`config.mk`:
```
export PLATFORM = sky130hd
export DESIGN_NAME = frame_serializer_flat
export DESIGN_NICKNAME = d
export VERILOG_FILES = /design/src/rtl/cpsd_pkg.sv /design/src/rtl/frame_serializer_if.sv /design/src/rtl/frame_serializer.sv /design/src/flat_wrapper.sv
export SDC_FILE = /design/constraint.sdc
export NUM_CORES = 1
export LEC_CHECK = 0
export CAP_MARGIN = 10
export CORE_MARGIN = 3
export CORE_UTILIZATION = 25
export CTS_CLUSTER_SIZE = 25
export DETAILED_ROUTE_END_ITERATION = 10
export GPL_TIMING_DRIVEN = 0
export RECOVER_POWER = 100
export SKIP_CTS_REPAIR_TIMING = 1
export SLEW_MARGIN = 20
export SYNTH_ARGS = -nofsm -noshare
export SYNTH_HDL_FRONTEND = slang
export SYNTH_SLANG_ARGS = --single-unit
```
`constraint.sdc`:
```
create_clock -name clk -period 2.3 [get_ports clk]
set_input_delay 0.23 -clock clk [delete_from_list [all_inputs] [get_ports clk]]
set_output_delay 0.23 -clock clk [all_outputs]
set_load 0.01 [all_outputs]
```
`src/rtl/cpsd_pkg.sv`:
```
// Shared CPSD datapath definitions: serializer state encoding, default sample width
// and a clog2 helper that never returns less than one bit.
package cpsd_pkg;

  typedef enum logic {
    StIdle  = 1'b0,
    StShift = 1'b1
  } state_e;

  localparam int unsigned DefaultDataWidth = 16;

  // A single-word frame still needs a 1-bit counter.
  function automatic int unsigned clog2_min1(input int unsigned n);
    return (n <= 1) ? 1 : $clog2(n);
  endfunction

endpackage

```
`src/rtl/frame_serializer_if.sv`:
```
// Frame-in / word-out handshake bundle for frame_serializer.
// The serializer uses the slave modport; the driving environment uses master.
interface frame_serializer_if #(
  parameter int unsigned DATA_WIDTH  = cpsd_pkg::DefaultDataWidth,
  parameter int unsigned NB_OF_WORDS = 8
);

  logic                              in_valid;
  logic                              in_ready;
  logic [DATA_WIDTH*NB_OF_WORDS-1:0] xin;
  logic                              out_valid;
  logic                              out_ready;
  logic [DATA_WIDTH-1:0]             y;
  logic                              out_last;

  modport master (
    output in_valid,
    output xin,
    output out_ready,
    input  in_ready,
    input  out_valid,
    input  y,
    input  out_last
  );

  modport slave (
    input  in_valid,
    input  xin,
    input  out_ready,
    output in_ready,
    output out_valid,
    output y,
    output out_last
  );

endinterface

```
`src/rtl/frame_serializer.sv`:
```
// Parallel-in, serial-out frame unloader: one frame per handshake, one word per beat.
// Define FRAME_SERIALIZER_REVERSE_EN to emit words in descending index order.
module frame_serializer
  import cpsd_pkg::*;
#(
  parameter int unsigned DATA_WIDTH  = DefaultDataWidth,
  parameter int unsigned NB_OF_WORDS = 8
) (
  input  logic               clk,
  input  logic               rst,
  input  logic               en,
  frame_serializer_if.slave  bus,
  output logic               busy
);

  localparam int unsigned          CNT_WIDTH = clog2_min1(NB_OF_WORDS);
  localparam logic [CNT_WIDTH-1:0] LastCnt   = CNT_WIDTH'(NB_OF_WORDS - 1);

  state_e                state_q, state_d;
  logic [CNT_WIDTH-1:0]  cnt_q, cnt_d;
  logic [CNT_WIDTH-1:0]  sel_idx;
  logic [DATA_WIDTH-1:0] frame_q [NB_OF_WORDS];
  logic [DATA_WIDTH-1:0] frame_d [NB_OF_WORDS];
  logic                  cnt_last;
  logic                  beat;
  logic                  load;

  always_comb begin
    cnt_last      = (cnt_q == LastCnt);
    state_d       = state_q;
    cnt_d         = cnt_q;
    frame_d       = frame_q;
    bus.in_ready  = 1'b0;
    bus.out_valid = 1'b0;
    bus.out_last  = 1'b0;
    beat          = 1'b0;

    if (!rst && en) begin
      unique case (state_q)
        StIdle: begin
          bus.in_ready = 1'b1;
        end
        StShift: begin
          bus.out_valid = 1'b1;
          bus.out_last  = cnt_last;
          // out_ready -> in_ready lets the next frame load on the final beat.
          bus.in_ready  = cnt_last & bus.out_ready;
          beat          = bus.out_ready;
        end
        default: ;
      endcase
    end

    load = bus.in_valid & bus.in_ready;

    if (load) begin
      state_d = StShift;
      cnt_d   = '0;
      for (int unsigned k = 0; k < NB_OF_WORDS; k++) begin
        frame_d[k] = bus.xin[k*DATA_WIDTH +: DATA_WIDTH];
      end
    end else if (beat) begin
      if (cnt_last) begin
        state_d = StIdle;
        cnt_d   = '0;
      end else begin
        cnt_d = cnt_q + CNT_WIDTH'(1);
      end
    end
  end

  always_ff @(posedge clk) begin
    if (rst) begin
      state_q <= StIdle;
      cnt_q   <= '0;
      for (int unsigned k = 0; k < NB_OF_WORDS; k++) begin
        frame_q[k] <= '0;
      end
    end else begin
      state_q <= state_d;
      cnt_q   <= cnt_d;
      frame_q <= frame_d;
    end
  end

`ifdef FRAME_SERIALIZER_REVERSE_EN
  assign sel_idx = LastCnt - cnt_q;
`else
  assign sel_idx = cnt_q;
`endif

  // y is selected from registered state only; xin never reaches it combinationally.
  assign bus.y = frame_q[sel_idx];
  assign busy  = (state_q == StShift);

endmodule

```
`src/flat_wrapper.sv`:
```
// flat-port wrapper written by rule: the top's interface ports become plain ports
module frame_serializer_flat import cpsd_pkg::*;
#(
  parameter int unsigned DATA_WIDTH  = DefaultDataWidth,
  parameter int unsigned NB_OF_WORDS = 8
)
  (clk, rst, en, busy, bus_in_valid, bus_xin, bus_out_ready, bus_in_ready, bus_out_valid, bus_y, bus_out_last);
  frame_serializer_if #(.DATA_WIDTH(DATA_WIDTH), .NB_OF_WORDS(NB_OF_WORDS)) bus_i ();
  input  logic clk;
  input  logic rst;
  input  logic en;
  output logic busy;
  input wire logic [$bits(bus_i.in_valid)-1:0] bus_in_valid;
  input wire logic [$bits(bus_i.xin)-1:0] bus_xin;
  input wire logic [$bits(bus_i.out_ready)-1:0] bus_out_ready;
  output wire logic [$bits(bus_i.in_ready)-1:0] bus_in_ready;
  output wire logic [$bits(bus_i.out_valid)-1:0] bus_out_valid;
  output wire logic [$bits(bus_i.y)-1:0] bus_y;
  output wire logic [$bits(bus_i.out_last)-1:0] bus_out_last;
  assign bus_i.in_valid = bus_in_valid;
  assign bus_i.xin = bus_xin;
  assign bus_i.out_ready = bus_out_ready;
  assign bus_in_ready = bus_i.in_ready;
  assign bus_out_valid = bus_i.out_valid;
  assign bus_y = bus_i.y;
  assign bus_out_last = bus_i.out_last;
  frame_serializer #(.DATA_WIDTH(DATA_WIDTH), .NB_OF_WORDS(NB_OF_WORDS)) u_core (.clk(clk), .rst(rst), .en(en), .bus(bus_i), .busy(busy));
endmodule
```
Word level (Yosys, flattened, before mapping)
Cells that the tools add are included.

Bitwise gates (word level): 4. Reductions and logical operators: 6. Muxes and demuxes: 15. Shift-type cells: 0. $add $sub $neg: 1. $lt $le $gt $ge: 1. Multiply operators: 0. Equal/unequal tests: 1. Divide/modulo/power cells: 0.

Operators with widths (number): $bmux 16 s3 (1); $mux 16 (2); $mux 1 (10); $ge 4x4->1 const B (1); $not 3->4 (1); $reduce_bool 2->1 (2); $add 3x1->3 const B (1); $eq 3x3->1 const B (1); $mux 3 (1); $and 1x1->1 (2); $pmux 1 s2 (1); $reduce_and 2->1 (1); $reduce_or 2->1 (1); $logic_and 1x1->1 (1); $logic_not 1->1 (1); $not 1->1 (1).

Bits of input ports: 133. Flip-flop bits (word level): 132. ROM bits: 0. Output and inout port bits: 20. Bits in latches: 0. Logic and storage cells: 38. Bits in writable memories: 0. Memories kept: 0.

Longest topological paths before layout
Gate-level depths: netlist of run 1.

Depth in word-level cells: 7. Depth in mapped cells: 7. Depth with buffers taken out: 5.

Least setup slack after synthesis of run 1
No wires, ideal clock.

Path type: register -> register. From: reg u_core.cnt_q[0]. To: reg u_core.frame_q[100] (netlist bit). Period minus slack after synthesis: 1695 ps. Arrival: 1574 ps. Data required time: 2179 ps. Path buffers: 2. Library setup time: 121 ps. Setup slack: 605 ps. Stages on the path, launching flop included: 8. Path through: dfxtp_1 > ha_1 > ha_1 > nand2_1 > a21o_4 > buf_12 > buf_12 > mux2_4.

Longest elaborated chain between the ends: 5.

RTL lines: start: declaration (RTL line frame_serializer.sv:20) `logic [CNT_WIDTH-1:0] cnt_q, cnt_d;`; start signal: assignment (RTL line frame_serializer.sv:81) `cnt_q <= cnt_d;`; $eq 3x3->1 (RTL line frame_serializer.sv:29) `cnt_last = (cnt_q == LastCnt);`; $and 1x1->1 (RTL line frame_serializer.sv:47) `bus.in_ready = cnt_last & bus.out_ready;`; $pmux 1 s2 (RTL line frame_serializer.sv:39) `unique case (state_q)`; $mux 1 (RTL line frame_serializer.sv:38) `if (!rst && en) begin`; $and 1x1->1 (RTL line frame_serializer.sv:54) `load = bus.in_valid & bus.in_ready;`; end signal: assignment (RTL line frame_serializer.sv:82) `frame_q <= frame_d;`; end: declaration (RTL line frame_serializer.sv:22) `logic [DATA_WIDTH-1:0] frame_q [NB_OF_WORDS];`.

Every way passes these cells. A chain may end at the register's enable or synchronous reset.

Final worst setup path of run 1
From: reg u_core.cnt_q[0]. To: out bus_y[1].

Longest elaborated chain between the ends: 4.

RTL lines: $not 3->4 (implied by the code) (RTL line frame_serializer.sv:93) `assign bus.y = frame_q[sel_idx];`; $bmux 16 s3 (RTL line frame_serializer.sv:93); $mux 16 (implied by the code) (2 in series) (RTL line frame_serializer.sv:93); end: declaration (RTL line flat_wrapper.sv:18) `output wire logic [$bits(bus_i.y)-1:0] bus_y;`.

Every way passes these cells. The select of a mux whose other input is x is not followed.

==> flow_metrics.tcl, run 1 <==
set metrics [dict create \
    status "complete, but fails checks" \
    failed_checks "negative setup slack" \
    synthCells 497 \
    path_class "reg -> out" \
    fp.dieH_um 171 \
    relSlewSlack_pct 50.6 \
    cpMaxStageDelayCell "mux4_2" \
    dp_slack_ns -0.486 \
    dp_hpwl_mm 15.2 \
    clk_pin_slew_ns 0.06 \
    cap_violations 0 \
    powerDensity_nw_per_um2 634 \
    grt_pass1_wl_mm 29.9 \
    max_stage_delay_ns 0.52 \
    cts_tree "yes" \
    worst_ep_arrival_time_ns 2.13 \
    p_leak_nw 4.13 \
    syn_to_final_growth_pct 39.6 \
    rr_startpoint "u_core.cnt_q[0]" \
    grt_max_degree 17 \
    ys_warn_count 0 \
    min_from "rst" \
    fin_cells 1026 \
    clk_latency_ns 0.42 \
    num_vias 4370 \
    gp_congestion 0.744 \
    startpoint_type "flop" \
    critical_path_required_ns 2.07 \
    avgSynthCellArea_um2 13.8 \
    firstDrtPassIters 5 \
    setup_viol 11 \
    crit_path_start "u_core.cnt_q[0]" \
    hold_slack_ns 0.312 \
    cts_buffer_depth 2 \
    grt-ovfl-total 0 \
    start_util_pct 25.8 \
    hold_violations 0 \
    diodes 0 \
    tightest_slew_ns 0.742 \
    die_width_um 171 \
    rows 59 \
    drive_gt1_share_pct 37.2 \
    yosysUniqueCellTypes 28 \
    vdd.ir_drop.worst_mv 0.429 \
    maxSlewViolCount 0 \
    hold_path_class "in -> reg" \
    cp_max_fo 7 \
    drtAntennaViolNets 0 \
    rsz0062_at_grt "true" \
    setup_tns_ns -0.426 \
    ys_seq_area_share_pct 38.6 \
    port_buffers 151 \
    syn-num-nets 632 \
    htree_levels 4 \
    root_buffer "clkbuf_16" \
    cp_common_cell "buf_6" \
    drt_iter0_markers 137 \
    fin_crit_ns 2.36 \
    finalWirelength_mm 21.2 \
    endpoint_kind "output port" \
    skew_ns 0.00843 \
    die_area_um2 29400 \
    wl_per_cell_um 20.6 \
    cts_sinks 132 \
    io_pins 153 \
    via_per_inst 4.26 \
    cts_made_buffers 17 \
    timing.final.ws_setup_ns -0.0645 \
    ys_seq_elements 132 \
    period_share_pct 103 \
    drc_errors 0 \
    p_total_mw 6.05 \
    dp.cells 983 \
    grt_pass1_vias 4707 \
    grt.total_usage_pct 14.1 \
    antenna_found_initial 0 \
    syn_area_um2 6840 \
    coreArea_um2 26500 \
    max_freq_ghz 0.423 \
    fin_nets 813 \
    crit_path_cell_trace "buf_6, buf_12, buf_12, buf_6, mux4_2, mux2_4, buf_6" \
]
metal layers:
metal	share of wire [%]	up-vias	routed length, µm	GRT usage (%)
met5	0	-	0	0
met1	48	2119	10300	19.5
met2	46	118	9640	22.6
met3	4.6	17	976	3.13
met4	1.4	0	289	3.67
li1	-	2116	-	-
stage by stage:
stage / utilization, % / instance area, µm²
global route: 36.0 / 9540
global placement: 33.1 / 8770
floorplan: - / 6840
finish: 36.0 / 9540
detailed placement: 33.1 / 8770
CTS: 35.3 / 9360
area by class of cell:
cell class	instances	area [µm²]
Buffer	39	432
Clock buffer	19	453
Clock inverter	13	134
Fill cell	2579	17000
Multi-Input combinational cell	326	3830
Sequential cell	132	2640
Tap cell	335	419
Timing Repair Buffer	162	1640
synthesized netlist by cell type, drive strengths merged:
| cell | number | area, µm² |
|---|---|---|
| dfxtp | 132 | 2640 |
| a22oi | 1 | 7.51 |
| or3b | 1 | 8.76 |
| mux4 | 32 | 766 |
| and2 | 1 | 6.26 |
| nor3 | 1 | 5.00 |
| a21o | 1 | 15.0 |
| nand2 | 3 | 11.3 |
| nand4b | 1 | 8.76 |
| buf | 22 | 322 |
| or3 | 1 | 6.26 |
| ha | 2 | 25.0 |
| nand3b | 1 | 20.0 |
| a211oi | 2 | 15.0 |
| mux2 | 144 | 2070 |
| a21oi | 1 | 5.00 |
| nor2 | 1 | 3.75 |
| and3 | 1 | 6.26 |
| nor2b | 129 | 807 |
| a21boi | 1 | 7.51 |
| nand3 | 1 | 5.00 |
| clkbuf | 17 | 63.8 |
| mux2i | 1 | 10.0 |
worst paths after layout:
| kind | depth (start not counted) | end | slack, ns |
|---|---|---|---|
| worst max-delay path | 7 | bus_y[1] | -0.06 |
| worst min-delay path | 4 | u_core.cnt_q[0] | 0.31 |
| worst max register to register | 7 | u_core.frame_q[11] | 0.33 |
| worst min register to register | 2 | u_core.frame_q[107] | 0.60 |
cell usage in the layout (no fill, tap or decap), types with 7 or more instances in the layout:
cell             instances
clkdlybuf4s50_1        134
nor2b_1                129
mux2_2                  14
mux4_2                  26
clkbuf_2                 7
mux2_4                 130
clkbuf_1                13
dfxtp_1                131
buf_6                   16
clkbuf_16               19
buf_4                    7
buf_12                  15
flip-flops by register name (all words and copies together), names as in the netlist:
register	count
u_core.frame_q	128
u_core.cnt_q	3
u_core.busy	1
worst max-delay path: cells and delay by family, from the launching register on:
family                 cells  cell delay [ns]
buffers and inverters      5             0.58
flip-flops                 1             0.33
multiplexers               2             0.80
cell families after synthesis:
kind of cell / count (synthesis) / share of synthesized area, %
AO/OA/AOI/OAI: 6 / 0.732
adder cells (fa/ha/maj): 2 / 0.366
multiplexers: 177 / 41.6
buffers and inverters: 39 / 5.63
AND/OR/NAND/NOR: 141 / 13.0
flip-flops: 132 / 38.6
where the power goes:
part | switching [mW] | total (mW) | internal (mW)
combinational | 0.281 | 0.838 | 0.556
sequential | 0.0592 | 2.47 | 2.41
clock | 1.10 | 2.74 | 1.65
No activity file was read; power rests on OpenSTA's default activity.
==> run 2: changes to the inputs <==
CORE_MARGIN = 1.5   (was 3)
==> run 2 against run 1 <==
The flow still finishes with violations (negative setup slack). Maximum frequency is 1.0% higher. Clock power increased by 8.4%. Utilization down 0.16 points. First-iteration DRC count grew 42%. Power up 3.9%. Sequential power about the same. Design area up 0.96%. Die area is 3.5% lower. Flip-flop and latch count did not move. Clock skew decreased by 0.0028 ns. Register-to-register slack better by 0.03 ns. Sequential share of layout area shrank 0.26 points. Largest cell class unchanged. Largest power group unchanged.
==> flow_metrics.tcl, run 2 (synthesis results as in run 1) <==
set metrics [dict create \
    status "complete, but fails checks" \
    failed_checks "negative setup slack" \
    min_to "u_core.cnt_q[2]" \
    clk_latency_ns 0.41 \
    largest_register "u_core.frame_q" \
    crit_path_cell_trace "buf_6, buf_12, buf_12, mux4_2, mux2_4, buf_6" \
    fp.dieH_um 168 \
    critical_path_required_ns 2.07 \
    final_common_cell "clkdlybuf4s50_1" \
    cpMaxStageDelayCell "mux4_2" \
    rr_worst_depth 7 \
    fin_crit_ns 2.34 \
    fin_nets 813 \
    startpoint_type "flop" \
    gp_congestion 0.718 \
    grt_pass1_wl_mm 30.4 \
    endpoint_kind "output port" \
    hold_violations 0 \
    p_sw_mw 1.38 \
    cts_tree "yes" \
    grt_max_degree 17 \
    setup_viol 11 \
    relSlewSlack_pct 52.5 \
    grt.total_usage_pct 15.0 \
    num_vias 4423 \
    cp_max_fo 5 \
    die_area_um2 28400 \
    fin_cells 1032 \
    htree_levels 4 \
    syn_to_final_growth_pct 40.9 \
    worst_ep_arrival_time_ns 2.11 \
    maxSlewViolCount 0 \
    die_width_um 168 \
    tightest_slew_ns 0.712 \
    cts_sinks 132 \
    r2r-end "u_core.frame_q[7]" \
    combPwrFrac_pct 13.4 \
    coreArea_um2 26900 \
    hold_slack_ns 0.326 \
    clk_pin_slew_ns 0.06 \
    finalWirelength_mm 20.6 \
    vdd.ir_drop.worst_mv 0.388 \
    mostFrequentLayoutCells "clkdlybuf4s50_1, mux2_4, dfxtp_1" \
    powerDensity_nw_per_um2 652 \
    drt_iter0_markers 194 \
    switching_share_pct 22.0 \
    min_from "rst" \
    rsz0062_at_grt "true" \
    start_util_pct 25.4 \
    max_freq_ghz 0.427 \
    antenna_found_initial 0 \
    grt-ovfl-total 0 \
    drc_errors 0 \
    drtAntennaViolNets 0 \
    via_per_inst 4.29 \
    internal-power_mw 4.90 \
    period_share_pct 102 \
    cap_violations 0 \
    drive_gt1_share_pct 37.2 \
    timing.final.ws_setup_ns -0.0401 \
    grt_pass1_vias 4779 \
    max_stage_delay_ns 0.55 \
    wl_per_cell_um 19.9 \
    hold_depth 4 \
    largest_reg_flops 128 \
    dp.cells 989 \
    dp_hpwl_mm 15.0 \
    nFillCells 2639 \
    skew_ns 0.00561 \
    cts_buffer_depth 2 \
    seqPwrFrac_pct 39.3 \
    path_class "reg -> out" \
    p_leak_nw 4.17 \
    worst-r2r-setup-slack_ns 0.36 \
    root_buffer "clkbuf_16" \
    io_pins 153 \
    firstDrtPassIters 4 \
    port_buffers 151 \
    cts_made_buffers 17 \
    diodes 0 \
    rr_startpoint "u_core.cnt_q[0]" \
    rows 60 \
    clkPwrFrac_pct 47.3 \
    hold_path_class "in -> reg" \
]
[run 2: cell types whose count changed in the layout (fill, tap and decap cells not counted), moves of 2 or more]
cell,previous run,this run
mux2_2,14,11
buf_6,16,18
clkbuf_1,13,15
clkinvlp_4,6,0
clkbuf_8,2,4
bufinv_16,2,4
clkbuf_2,7,5
mux4_1,6,4
mux2_4,130,133
mux4_2,26,28
buf_2,4,2
[run 2: worst max-delay path, delay by kind of cell, from the launching register on]
family                 cells  cell delay [ns]
buffers and inverters      4             0.50
muxes                      2             0.85
DFF                        1             0.33
[run 2: layout make-up]
class                           count  area [µm²]  area share (%)
Clock inverter                      9         149            1.55
Multi-Input combinational cell    326        3830            39.7
Clock buffer                       23         488            5.06
Timing Repair Buffer              162        1660            17.2
Buffer                             39         442            4.58
Sequential cell                   132        2640            27.4
Tap cell                          341         427            4.43
[run 2: power groups by stage]
stage               clock network (mW)  logic (mW)  registers (mW)
global placement                     0       0.829            2.51
detailed placement                   0       0.833            2.51
global route                      3.15       0.896            2.48
floorplan                            0       0.443            2.49
CTS                               3.05       0.838            2.47
finish                            2.97       0.843            2.47
[run 2: routing by layer]
layer	wire length [µm]	share of wire, %	GRT usage [%]
met3	967	4.7	3.34
met2	9620	47	24.5
met4	327	1.6	4.74
met5	0	0	0
met1	9650	47	19.7
[run 2: worst max path at each step]
stage	cells after the start	slack, ns	endpoint	start
2_1_floorplan	7	0.60	u_core.frame_q[100]	u_core.cnt_q[0]
3_3_place_gp	5	-0.46	bus_y[3]	u_core.cnt_q[1]
3_5_place_dp	5	-0.46	bus_y[3]	u_core.cnt_q[1]
4_1_cts	5	-0.91	bus_y[3]	u_core.cnt_q[1]
5_1_grt	6	-0.12	bus_y[9]	u_core.cnt_q[0]
6_report	6	-0.04	bus_y[9]	u_core.cnt_q[0]
[run 2: through the flow]
step	util (%)	setup TNS, ns	area, µm²	worst slack (ns)	total power, mW
finish	35.9	-0.158	9640	-0.0401	6.29
global placement	32.7	-6.14	8780	-0.461	3.34
detailed placement	32.7	-6.13	8780	-0.457	3.35
floorplan	-	0	6840	0.605	2.94
CTS	35.0	-13.54	9410	-0.914	6.36
global route	35.9	-1.17	9640	-0.116	6.53
==> run 3: changes to the inputs <==
SETUP_SLACK_MARGIN = 0.2   (was default)
==> run 3 against run 2 <==
The run still ends with negative setup slack left. Clock-buffer cell count did not move. Sequential share of layout area barely moved. Wire length barely moved. First-iteration DRC count fell by 3.1%. Utilization barely moved. Clock skew barely moved. Cell count did not move. Via count fell by 0.29%. Register-to-register slack barely moved. Die area did not move. Non-clock buffer count did not move. Largest cell class unchanged.
==> flow_metrics.tcl, run 3 (synthesis results as in run 1) <==
set metrics [dict create \
    status "complete, but fails checks" \
    failed_checks "negative setup slack" \
    critical_path_required_ns 2.07 \
    place_area_um2 8780 \
    start_util_pct 25.4 \
    cap_violations 0 \
    diodes 0 \
    cts_tree "yes" \
    syn_to_final_growth_pct 41.0 \
    via_per_inst 4.27 \
    grt_max_degree 17 \
    maxSlewViolCount 0 \
    hold_path_class "in -> reg" \
    drive_gt1_share_pct 37.3 \
    clk_latency_ns 0.42 \
    finalWirelength_mm 20.6 \
    final_common_cell "mux2_4" \
    largest_reg_flops 128 \
    coreArea_um2 26900 \
    wl_per_cell_um 19.9 \
    period_share_pct 102 \
    p_leak_nw 4.18 \
    fin_crit_ns 2.34 \
    dp.cells 989 \
    dp_slack_ns -0.457 \
    grt_pass1_vias 4779 \
    endpoint_kind "output port" \
    max_freq_ghz 0.427 \
    fin_cells 1032 \
    rsz0062_at_grt "true" \
    cp_max_fo 5 \
    skew_ns 0.00559 \
    firstDrtPassIters 4 \
    startpoint_type "flop" \
    relSlewSlack_pct 52.7 \
    dp_hpwl_mm 15.0 \
    rows 60 \
    drtAntennaViolNets 0 \
    die_width_um 168 \
    hold_violations 0 \
    grt_pass1_wl_mm 30.4 \
    worst_ep_arrival_time_ns 2.11 \
    path_class "reg -> out" \
    fin_nets 813 \
    port_buffers 151 \
    timing.final.ws_setup_ns -0.0394 \
    setup_viol 10 \
    gp_congestion 0.718 \
    drc_errors 0 \
    drt_iter0_markers 188 \
    die_area_um2 28400 \
    cts_made_buffers 17 \
    io_pins 153 \
    grt.total_usage_pct 15.0 \
    grt-ovfl-total 0 \
    cts_sinks 132 \
    htree_levels 4 \
    vdd.ir_drop.worst_mv 0.389 \
    cts_buffer_depth 2 \
    mostFrequentLayoutCells "mux2_4, clkdlybuf4s50_1, dfxtp_1" \
    fp.dieH_um 168 \
    design_area_um2 9640 \
    clk_pin_slew_ns 0.06 \
    num_vias 4410 \
    largest_register "u_core.frame_q" \
    setup_tns_ns -0.172 \
    root_buffer "clkbuf_16" \
    tightest_slew_ns 0.709 \
    antenna_found_initial 0 \
    powerDensity_nw_per_um2 652 \
]
run 3: cell types whose count changed in the layout (fill, tap and decap cells not counted), sizes merged:
cell,delta
clkdlybuf4s50,-1
buf,+2
clkbuf,-1
run 3: final cells by class:
cell class	instances	area (µm²)
buffer	39	442
clock buffer	23	488
clock inverter	9	149
fill	2640	17200
multi-input combinational	326	3830
sequential	132	2640
tap	341	427
timing repair buffer	162	1660
run 3: worst paths after layout:
check | startpoint | to | slack (ns) | cells after the start
worst max register to register | u_core.cnt_q[0] | u_core.frame_q[7] | 0.37 | 7
worst min-delay path | rst | u_core.cnt_q[2] | 0.33 | 4
worst max-delay path | u_core.cnt_q[0] | bus_y[9] | -0.04 | 6
worst min register to register | u_core.frame_q[115] | u_core.frame_q[115] | 0.61 | 2
run 3: layer usage:
metal | up-vias | wire, µm | track usage, %
met5 | - | 0 | 0
met1 | 2151 | 9650 | 19.7
met2 | 129 | 9610 | 24.5
met3 | 19 | 980 | 3.34
li1 | 2111 | - | -
met4 | 0 | 329 | 4.74
run 3: worst max-delay path: stages (launching register included):
cell     delay (ns)
dfxtp_2        0.33
buf_6          0.12
buf_12         0.13
buf_12         0.13
mux4_2         0.55
mux2_4         0.30
buf_6          0.12
run 3: per-stage QoR:
step                      util, %  total power [mW]  hold WS [ns]
after floorplan                 -              2.94         0.373
after global placement       32.7              3.34         0.575
after detailed placement     32.7              3.35         0.578
after CTS                    35.0              6.36         0.316
after global routing         35.9              6.53         0.333
final                        35.9              6.29         0.326
run 3: power breakdown:
part	total (mW)	leakage (nW)	internal, mW	switching [mW]
sequential	2.47	1.08	2.41	0.0582
clock	2.97	0.317	1.93	1.05
combinational	0.844	2.78	0.563	0.281
total	6.29	4.18	4.90	1.39
